## src/rtl/mips_state_ctrl.sv

```systemverilog
// Multicycle sequencer for the MIPS CPU: owns the FETCH/EXEC1/EXEC2/HALT
// state, the instruction register, load data and the retired counter.
module mips_state_ctrl #(
  parameter bit          SWAP_ENDIAN  = 1'b0,
  parameter logic [31:0] RETIRED_INIT = 32'h0
) (
  input  logic        clk,
  input  logic        reset,
  input  logic        waitrequest,
  input  logic [31:0] readdata,
  input  logic        halt,
  input  logic        extra,
  output logic [1:0]  state,
  output logic [31:0] instruction,
  output logic [31:0] load_data,
  output logic        active,
  output logic [31:0] retired
);

  typedef enum logic [1:0] {
    FETCH = 2'b00,
    EXEC1 = 2'b01,
    EXEC2 = 2'b10,
    HALT  = 2'b11
  } state_t;

  state_t      state_q;
  state_t      state_d;
  logic [31:0] instr_q;
  logic [31:0] load_q;
  logic [31:0] retired_q;
  logic        ld_instr;
  logic        ld_data;
  logic        retire;
  logic [31:0] rdata;

  assign rdata = SWAP_ENDIAN ?
    {readdata[7:0], readdata[15:8],
     readdata[23:16], readdata[31:24]} :
    readdata;

  always_comb begin
    state_d  = state_q;
    ld_instr = 1'b0;
    ld_data  = 1'b0;
    retire   = 1'b0;
    unique case (state_q)
      FETCH: begin
        // halt wins over a stalled fetch
        if (halt) begin
          state_d = HALT;
        end else if (!waitrequest) begin
          ld_instr = 1'b1;
          state_d  = EXEC1;
        end
      end
      EXEC1: begin
        if (!waitrequest) begin
          if (extra) begin
            ld_data = 1'b1;
            state_d = EXEC2;
          end else begin
            retire  = 1'b1;
            state_d = FETCH;
          end
        end
      end
      EXEC2: begin
        retire  = 1'b1;
        state_d = FETCH;
      end
      HALT: begin
        state_d = HALT;
      end
      default: begin
        state_d = FETCH;
      end
    endcase
  end

  always_ff @(posedge clk or posedge reset) begin
    if (reset) begin
      state_q   <= FETCH;
      instr_q   <= 32'h0;
      load_q    <= 32'h0;
      retired_q <= RETIRED_INIT;
    end else begin
      state_q <= state_d;
      if (ld_instr) instr_q <= rdata;
      if (ld_data) load_q <= rdata;
      if (retire) retired_q <= retired_q + 32'd1;
    end
  end

  assign state       = state_q;
  assign instruction = instr_q;
  assign load_data   = load_q;
  assign retired     = retired_q;
  assign active      = (state_q != HALT);

endmodule
```

## config.mk

```make
export PLATFORM = sky130hd
export DESIGN_NAME = mips_state_ctrl
export DESIGN_NICKNAME = d
export VERILOG_FILES = /design/src/rtl/mips_state_ctrl.sv
export SDC_FILE = /design/constraint.sdc
export NUM_CORES = 1
export LEC_CHECK = 0
export CAP_MARGIN = 20
export CELL_PAD_IN_SITES_DETAIL_PLACEMENT = 1
export CELL_PAD_IN_SITES_GLOBAL_PLACEMENT = 1
export CORE_AREA = 8 8 115 117
export CTS_CLUSTER_DIAMETER = 60
export DETAILED_ROUTE_END_ITERATION = 10
export DIE_AREA = 0 0 123 125
export PLACE_DENSITY = 0.84
export SLEW_MARGIN = 10
export SYNTH_ARGS = -nofsm -noshare
export SYNTH_HDL_FRONTEND = slang
export SYNTH_SLANG_ARGS = --single-unit
export TNS_END_PERCENT = 100
```

## constraint.sdc

```tcl
create_clock -name clk -period 3.7 [get_ports clk]
set_clock_uncertainty 0.05 [all_clocks]
set_input_delay 0.74 -clock clk [delete_from_list [all_inputs] [get_ports clk]]
set_output_delay 0.74 -clock clk [all_outputs]
set_load 0.005 [all_outputs]
```

# --- Word level (Yosys, flattened, before mapping) ---
# Cells that the tools add are included.
# Widths: inputs -> output; s select.
op_classes:
  mux: 14
  eq_ne: 6
  n_reduce_logical: 2
  n_addsub: 1
ops:
  columns: ["op", "n"]
  rows:
  - ["$add 32x1->32 const B", 1]
  - ["$mux 1", 8]
  - ["$mux 2", 4]
  - ["$pmux 2 s4", 1]
  - ["$eq 2x2->1 const B", 2]
  - ["$ne 2x2->1 const B", 2]
  - ["$ne 3x3->1 const B", 1]
  - ["$eq 2x1->1 const B", 1]
  - ["$logic_not 2->1", 1]
  - ["$pmux 1 s2", 1]
  - ["$reduce_and 2->1", 1]
totals:
  register_bits: 98
  wordCells: 27
  inputBits: 37
  out_inout_bits: 99

# --- Longest topological paths before layout ---
depth:
  word_depth: 3
  depth_mapped: 7

# --- Worst setup path before layout ---
# Ideal clock, no wire load.
synth_path:
  path_type: "in2reg"
  start: "in waitrequest"
  end: "reg retired_q[24] (netlist: retired[24])"
  arrival_time_ns: 1.879
  slack_ns: 1.646
  cell_stages: 5
  path_cell_list: "or3b_4 > a211oi_2 > buf_4 > nand4_1 > xnor2_1"
synth_via:
  elab_chain_len: 2
synth_lines:
  columns: ["element", "line_no", "text"]
  rows:
  - ["from (decl)", "9", "input logic waitrequest,"]
  - ["$mux 1", "58", "if (!waitrequest) begin"]
  - ["$pmux 1 s2", "47", "unique case (state_q)"]
  - ["to (signal assigned)", "91", "if (retire) retired_q <= retired_q + 32'd1;"]
  - ["to (decl)", "31", "logic [31:0] retired_q;"]
# Every way passes these cells.
# A chain may end at the register's enable or synchronous reset.

# --- Worst setup path in the final report ---
layout_path:
  start: "in waitrequest"
  end: "reg retired_q[29] (netlist: retired[29])"
# Same word-level chain as after synthesis.

==> metrics.txt <==
Worst-path clk slew approximately 70 ps; VDD IR-drop max between 0.3 and 0.4 mV; Final Hold Fails 0; Setup WS post-layout about 1100 ps; Initial Util 34.8%; dominant cells by area after synthesis dfrtp_1 61%, mux2_2 18%, xnor2_1 6.3%, nand4_1 2.9%, ha_1 1.6%; area grow syn2layout 46.3%; # nets final 470; clk sinks 98; Max transition margin 41.3%; hold depth 1; share of post-route cells with drive strength above 1 a little over a fifth; gr ovfl total 0; Boundary Pins around 140; Worst Hold Class reg2reg; post-CTS setup buffers 0; fin. max-slew vios 0; arrival time at the worst endpoint between 2000 and 3000 ps; Hold-fix buffers, CTS 0; vias per std cell between 4 and 5; Die W ~120 um; CTS buffer count 9; Core ar. roughly 12,000 sq um; Routed WL per cell 18.7 um; Post-Syn Area about 4000 sq um; cells after synthesis 288; Clock Latency Late Sink about 340 ps; FF+latch count, synth between 90 and 100; routed vias between 2,000 and 3,000; CTS tree yes; global-route wire length before repair approximately 18,000 um; CTS resizes 0; fill count approximately 1,200; kind of critical path in2reg; synth warn 0; Power Total about 0.0043 W; number of global-route vias before repair ~3,200; setup TNS 0 ps; cells on worst reg2reg path 6; Cell Rows 40; Power Density 722 nW/um^2; total iterations of the first detailed-routing run 4; H-Tree Depth 3; cell taking the most area after synthesis dfrtp_1; final worst-path cycle share around 69%; crit-path max FO 14; Max stage delay on crit path 610 ps; Setup crit end kind register; CTS root buf clkbuf_16; CP Cell Sequence clkdlybuf4s50_1, or3b_4, a211oi_4, nand4_1, xnor2_1; Max Clk Rate roughly 390 MHz; Max-Cap Viols 0; ys flop type dfrtp_1; PortBufs between 100 and 150; most frequent cell after synthesis dfrtp_1; area of the multi-input gates 1510 sq um; DRC Markers 0; antenna cell count 0; most frequent cells after synthesis 98 x dfrtp_1, 65 x mux2_2, 29 x xnor2_1; Unique masters post-synth 31; post-synth top area share 60.8%; GRT Total Usage between 10% and 20%; hold slack about 440 ps; die height approximately 130 um; async set-reset flop share out of synthesis 100%; dpl ws 759 ps; Syn Nets 330; die area between 15,000 and 20,000 sq um; hpwl dp ~8000 um; largest net degree at the start of global routing between 60 and 70; Post-Route WL around 11,000 um; Layout Utilization around half; DRT iter0 DRCs 115; Finish-stage setup viols 0; status complete, no violations; Worst-Margin Slew around 870 ps; Seq. cell area approximately 2500 sq um; initial antenna violation count 0; Avg Cell Area, Syn 14.0 sq um; RSZ-0062 raised after global routing no; Final min period between 2000 and 3000 ps; Post-synth EDFFs 0; Longest Clk Path Bufs 2; GPL Wtd Cong between 0.7 and 0.8; Crit-path slowest cell a211oi_4; startpoint types input pin; CP Data Required Time ~3900 ps; leak pwr ~2.4 nW; Antenna Nets Post-Route 0; sequential share of the synthesized area a little over 60%
[per-layer routing]
| layer | GRT usage (%) | part of all wire (%) | up-vias |
|---|---|---|---|
| li1 | - | - | 1292 |
| met3 | 4.23 | 7.7 | 6 |
| met5 | 0 | 0 | - |
| met4 | 3.76 | 0.55 | 0 |
| met2 | 24.0 | 50 | 87 |
| met1 | 18.3 | 42 | 1416 |
[layout by cell type, fill, tap and decap left out, drive strengths merged, types with 2 or more instances in the layout]
master,instances
buf,5
inv,8
nand3,11
a211oi,3
dfrtp,98
and2,2
mux2,65
nand2,11
xnor2,29
clkinv,3
nor2,5
and4,3
nor3,3
and3,4
xor2,2
nand4,19
nand3b,2
clkdlybuf4s50,135
ha,5
clkbuf,11
[final timing paths]
check,start,end,slack (ps)
worst max-delay path,waitrequest,retired[29],1150
worst max register to register,state[1],retired[29],1320
worst min-delay path,retired[30],retired[30],440
worst min register to register,retired[30],retired[30],440
max in group asynchronous,reset,load_data[10],2050
min in group asynchronous,reset,instruction[17],870
[report_power, final]
part / total (W) / internal, W / leakage [nW] / switching, W
Sequential: 0.00171 / 0.00147 / 1.22 / 0.000240
Combinational: 0.00159 / 0.00107 / 1.04 / 0.000516
Clock: 0.000967 / 0.000565 / 0.156 / 0.000402
Total: 0.00426 / 0.00311 / 2.42 / 0.00116
[cell families (layout without fill, tap and decap cells)]
logic type | count (synthesis) | in the layout | synth area share (%)
compound gates | 7 | 7 | 1.58
xor+xnor | 31 | 31 | 6.73
fa+ha+maj | 5 | 5 | 1.55
buf+inv | 18 | 163 | 1.98
flops | 98 | 98 | 60.8
mux | 65 | 65 | 18.1
simple gates | 64 | 64 | 9.24
[cell type report]
| cell class | count | area share, % |
|---|---|---|
| Multi-Input combinational cell | 172 | 25.6 |
| Sequential cell | 98 | 41.5 |
| Clock inverter | 5 | 1.04 |
| Timing Repair Buffer | 140 | 24.0 |
| Clock buffer | 11 | 4.28 |
| Inverter | 7 | 0.487 |
| Tap cell | 147 | 3.12 |
[metrics by stage]
step                      std cells  area, sq um
after floorplan                 288         4040
after global placement          564         5590
after detailed placement        564         5590
after CTS                       580         5900
after global routing            580         5900
final                           580         5900
[worst max-delay path: cells and delay by family]
family / cells / cell delay [ps]
xor gates and xnor gates: 1 / 190
AOI/OAI and AO/OA: 1 / 610
buffers and inverters: 1 / 500
and+or+nand+nor: 2 / 680
[sequential cells by signal, summed over array words and instances (netlist names)]
| signal | count |
|---|---|
| load_data | 32 |
| instruction | 32 |
| retired | 32 |
| state | 2 |
(Power assumes the default switching activity.)
==> RTL edit 1: new RTL, config.mk and constraints unchanged <==
Put one more register stage on the output `retired`, cleared by the reset. The value now appears one clock later. The other outputs are not delayed to match.
--- a/src/rtl/mips_state_ctrl.sv
+++ b/src/rtl/mips_state_ctrl.sv
@@ -95,7 +95,13 @@
   assign state       = state_q;
   assign instruction = instr_q;
   assign load_data   = load_q;
-  assign retired     = retired_q;
+  always_ff @(posedge clk or posedge reset) begin
+    if (reset) begin
+      retired <= '0;
+    end else begin
+      retired <= retired_q;
+    end
+  end
   assign active      = (state_q != HALT);
 
 endmodule
Formal check against the unedited RTL: not equivalent (a bounded check fails within 4 cycles, from zero or initial values and one cycle with reset high).
==> RTL edit 1 against the original RTL <==
  * First-iteration DRC count increased by 53%
  * Largest cell class unchanged
  * Sequential cell count increased by 32
  * Area after synthesis increased by 21%
  * Sequential share of layout area increased by 5.3 points
  * Synthesized cell count increased by 13%
  * Total power increased by 23%
  * Critical path depth unchanged
  * Final area increased by 18%
  * Worst setup slack got worse by 200 ps
  * Wire length increased by 15%
==> RTL edit 1: results (changes against the original RTL) <==
Outcome
  • Status: completed

Min path
  • Hold Crit Start: retired_q[31]

Synthesis
  • Seq/Total Area, Yosys: 0.669 (+0.0608)
  • Most frequent cells after synthesis: 130 x dfrtp_1, 65 x mux2_2, 26 x xnor2_1
  • Synth async-reset ratio: 1.00 (unchanged)
  • Distinct cell type count after synthesis: 32 (+3.2%)
  • Ranking of synthesized cells by area: dfrtp_1 67%, mux2_2 15%, xnor2_1 4.7%

Detailed routing
  • Routed Wire Length: 12,400 µm (+15%)
  • Vias: 3,186 (+14%)

Global route
  • Vias in the first global route: 3,551 (+11%)
  • GRT Total Usage: 0.170 (+0.0239)
  • First-pass GRT wire length: 20,200 µm (+13%)

Worst setup path
  • Crit-path max FO: 12 (-2)
  • Critical Path Source: waitrequest
  • CP Data Arrival Time: 2990 ps (+270 ps)

Cells and area
  • FILL cells: 1,139 (-6.3%)
  • Nets: 516 (+9.8%)
  • Layout cell share with drive strength beyond 1: 0.212 (-0.000537)

Clocking
  • Worst-path clk slew: 50 ps (-20 ps)
  • H-tree levels: 4 (+1)
  • Worst-Skew Late Latency: 400 ps (+60 ps)
  • CTS root buf: clkbuf_16
  • CTS Buf Count: 17 (+8)

Power
  • Leak: 0.00294 µW (+22%)
  • Pwr dens: 755 mW/mm² (+4.5%)
  • Logic gate share of total power: 0.308 (-0.065)
  • Sw frac: 0.266 (-0.00562)
  • Maximum vdd ir drop: 0.433 mV (+43%)
  • Clock network power share: 0.290 (+0.063)

Placement
  • GPL Wtd Cong: 0.770 (-3.7%)
  • Final HPWL DP: 8620 µm (+7.2%)

Timing
  • Worst Max-Slew Pin Slew: 812 ps (-62.4 ps)
RTL edit 1: changes by cell type after synthesis, moves of 2 or more:
cell,delta
a2111oi_4,+2
nor4_1,+3
xor2_1,+3
xnor2_1,-3
and2_1,-2
nand4_1,-4
and4_1,-2
inv_1,+5
nor3_1,+3
dfrtp_1,+32
RTL edit 1: per-layer routing:
metal  vias to the layer above  track usage  share of wire
met3                        12       0.0549          0.069
met5                         -            0              0
met2                        99        0.280           0.52
li1                       1429            -              -
met4                         0       0.0510          0.012
met1                      1646        0.207           0.40
RTL edit 1: cell type report:
type	instances	area, µm²	area share
tap	147	184	0.0265
timing repair buffer	139	1390	0.201
clock buffer	21	450	0.0649
multi-input combinational	174	1530	0.220
inverter	12	48.8	0.00703
clock inverter	10	86.3	0.0124
sequential	130	3250	0.469
RTL edit 1: critical path, cell delays in order:
cell             delay (ps)
clkdlybuf4s50_1         550
or3b_4                  490
a2111oi_4               800
nand4_1                 230
xnor2_1                 170
RTL edit 1: worst paths after layout:
check	depth (start not counted)	slack, ps	end
worst max-delay path	5	950	retired_q[29]
max in group asynchronous	3	2200	state[1]
worst min-delay path	0	350	retired[31]
worst min register to register	0	350	retired[31]
min in group asynchronous	2	520	instruction[28]
worst max register to register	6	1050	retired_q[29]
RTL edit 1: logic make-up after synthesis:
| group | share of synthesized area |
|---|---|
| flops | 0.669 |
| mux | 0.150 |
| simple gates | 0.0743 |
| xor+xnor | 0.0558 |
| buf+inv | 0.0193 |
| compound gates | 0.0188 |
| fa+ha+maj | 0.0129 |
RTL edit 1: metrics by stage:
stage	worst slack (ps)	instance area (µm²)	hold slack, ps	instances
floorplan	1300	4870	302	326
global placement	649	6410	347	602
detailed placement	545	6410	339	602
CTS	959	6940	358	633
global route	872	6940	372	633
finish	948	6940	354	633
==> RTL edit 2: new RTL, config.mk and constraints unchanged <==
Without the edit above. Reset style: synchronous (`reset`), changed in one clocked block.
--- a/src/rtl/mips_state_ctrl.sv
+++ b/src/rtl/mips_state_ctrl.sv
@@ -78,7 +78,7 @@
     endcase
   end
 
-  always_ff @(posedge clk or posedge reset) begin
+  always_ff @(posedge clk) begin
     if (reset) begin
       state_q   <= FETCH;
       instr_q   <= 32'h0;
Check against the original RTL: differs if reset is asserted again (counterexample within 4 cycles, from zero or initial values and one cycle with reset high); with reset held inactive, the same outputs for 10 cycles.
==> RTL edit 2 against the original RTL <==
  * Cell count is 31% higher
  * Count of clock-buffer cells in the layout stayed put
  * Die area did not move
  * Worst hold slack worse by 39 ps
  * Sequential cell count unchanged
  * Synthesized cell count up 68%
  * Critical path depth stayed put
  * Worst setup slack got worse by 220 ps
  * Final area decreased by 3.0%
  * Area after synthesis fell by 2.2%
  * Wire length increased by 22%
  * Largest cell class unchanged
  * Highest routed layer unchanged
Power is not compared: it rests on default switching activity, and its combinational part moved more than twofold at a synthesized area within 25%.
==> RTL edit 2: results (changes against the original RTL) <==
Outcome
  • Status: completed

Min path
  • Worst min-delay path endpoint: load_data[6]
  • Worst hold stages: 2 (+1)
  • Hold Crit Start: load_data[6]

Cells and area
  • Nets: 647 (+38%)
  • Logic inverters: 4 (-3)
  • Sequential fraction of total cell area: 0.343 (-0.0728)
  • Post-Layout Cell Count: 757 (+31%)
  • Buffering overhead: 0.244 (+0.00481)
  • Clock buf/inv share: 0.0559 (+0.00274)
  • Buffers excl. clock: 142 (+1.4%)
  • FILL cells: 1,377 (+13%)
  • Fraction of area in multi-input gates: 0.322 (+0.0665)
  • Final instance area: 0.00573 mm² (-3.0%)
  • Layout cell share with drive strength beyond 1: 0.0508 (-0.162)

Placement
  • Final HPWL DP: 9640 µm (+20%)
  • Placed cells: 741 (+31%)
  • Placed cell areas: 0.00541 mm² (-3.3%)
  • Dpl ws: 599 ps (-160 ps)
  • GPL Wtd Cong: 0.831 (+4.0%)

Synthesis
  • Most frequent cells after synthesis: 140 x nand2_1, 98 x dfxtp_1, 88 x a21oi_1
  • Ranking of synthesized cells by area: dfxtp_1 50%, nand2_1 13%, a21oi_1 11%
  • YS warnings: 0 (unchanged)
  • Proportion of synthesized area in mux cells: 0.00254 (-0.179)
  • Synth async-reset ratio: 0 (-1.00)
  • Seq/Total Area, Yosys: 0.497 (-0.111)
  • Top_reg_cell synth: dfxtp_1
  • Xor-xnor portion of the synthesized cell area: 0.0155 (-0.0518)
  • Mean Syn Cell Area: 8.14 µm² (-42%)
  • Adder-Cell Fraction of Synth Area: 0.0159 (+0.000349)

Global route
  • Vias in the first global route: 4,088 (+27%)
  • GRT Total Usage: 0.168 (+0.0218)
  • Pin count of the biggest net entering global routing: 43 (-35%)
  • GR Util met2: 0.287 (+0.0464)
  • First-pass GRT wire length: 20,900 µm (+17%)

Timing
  • Tmin final: 2770 ps (+216 ps)
  • Worst Max-Slew Pin Slew: 809 ps (-66.1 ps)
  • Hold slack: 404 ps (-38.7 ps)

Worst setup path
  • FF-to-FF Start: state[1]
  • CP Data Arrival Time: 2990 ps (+270 ps)
  • CP max stage cell: or4_1
  • Critical path endpoint: retired[24]
  • Worst reg-to-reg setup slack: 1170 ps (-150 ps)
  • Crit-path max FO: 12 (-2)

Clocking
  • Max Root-Sink Buffers: 2 (unchanged)

Detailed routing
  • Routed wl met3: 963 µm (+16%)
  • Post-DR wirelength/cell: 17.5 µm (-6.3%)
  • WL met1: 5680 µm (+25%)
  • Vias per cell: 5.26 (+8.8%)
  • Wire length on met2: 6420 µm (+19%)
-- RTL edit 2: changes by cell type after synthesis, moves of 10 or more --
cell / before / now
clkbuf_1: 7 / 31
dfrtp_1: 98 / 0
or3_1: 0 / 10
o21ai_0: 1 / 12
o31ai_1: 0 / 16
nand4_1: 19 / 5
or4_1: 0 / 21
nand2_1: 11 / 140
mux2_2: 65 / 0
a21oi_1: 1 / 88
dfxtp_1: 0 / 98
xnor2_1: 29 / 0
-- RTL edit 2: logic make-up (layout without fill, tap and decap cells) --
kind of cell / Yosys count / in the layout
and+or+nand+nor: 212 / 212
buffers and inverters: 37 / 162
AOI/OAI and AO/OA: 125 / 125
adders and majority gates: 5 / 5
xor gates and xnor gates: 7 / 7
DFF: 98 / 98
muxes: 1 / 1
-- RTL edit 2: critical path: cells and delay by family --
family,cells,cell delay [ps]
compound gates,2,600
buf+inv,1,530
simple gates,2,1120
-- RTL edit 2: power breakdown --
group	switching, µW	internal, µW
Sequential	57.8	1140
Combinational	287	276
Clock	388	608
Total	733	2020
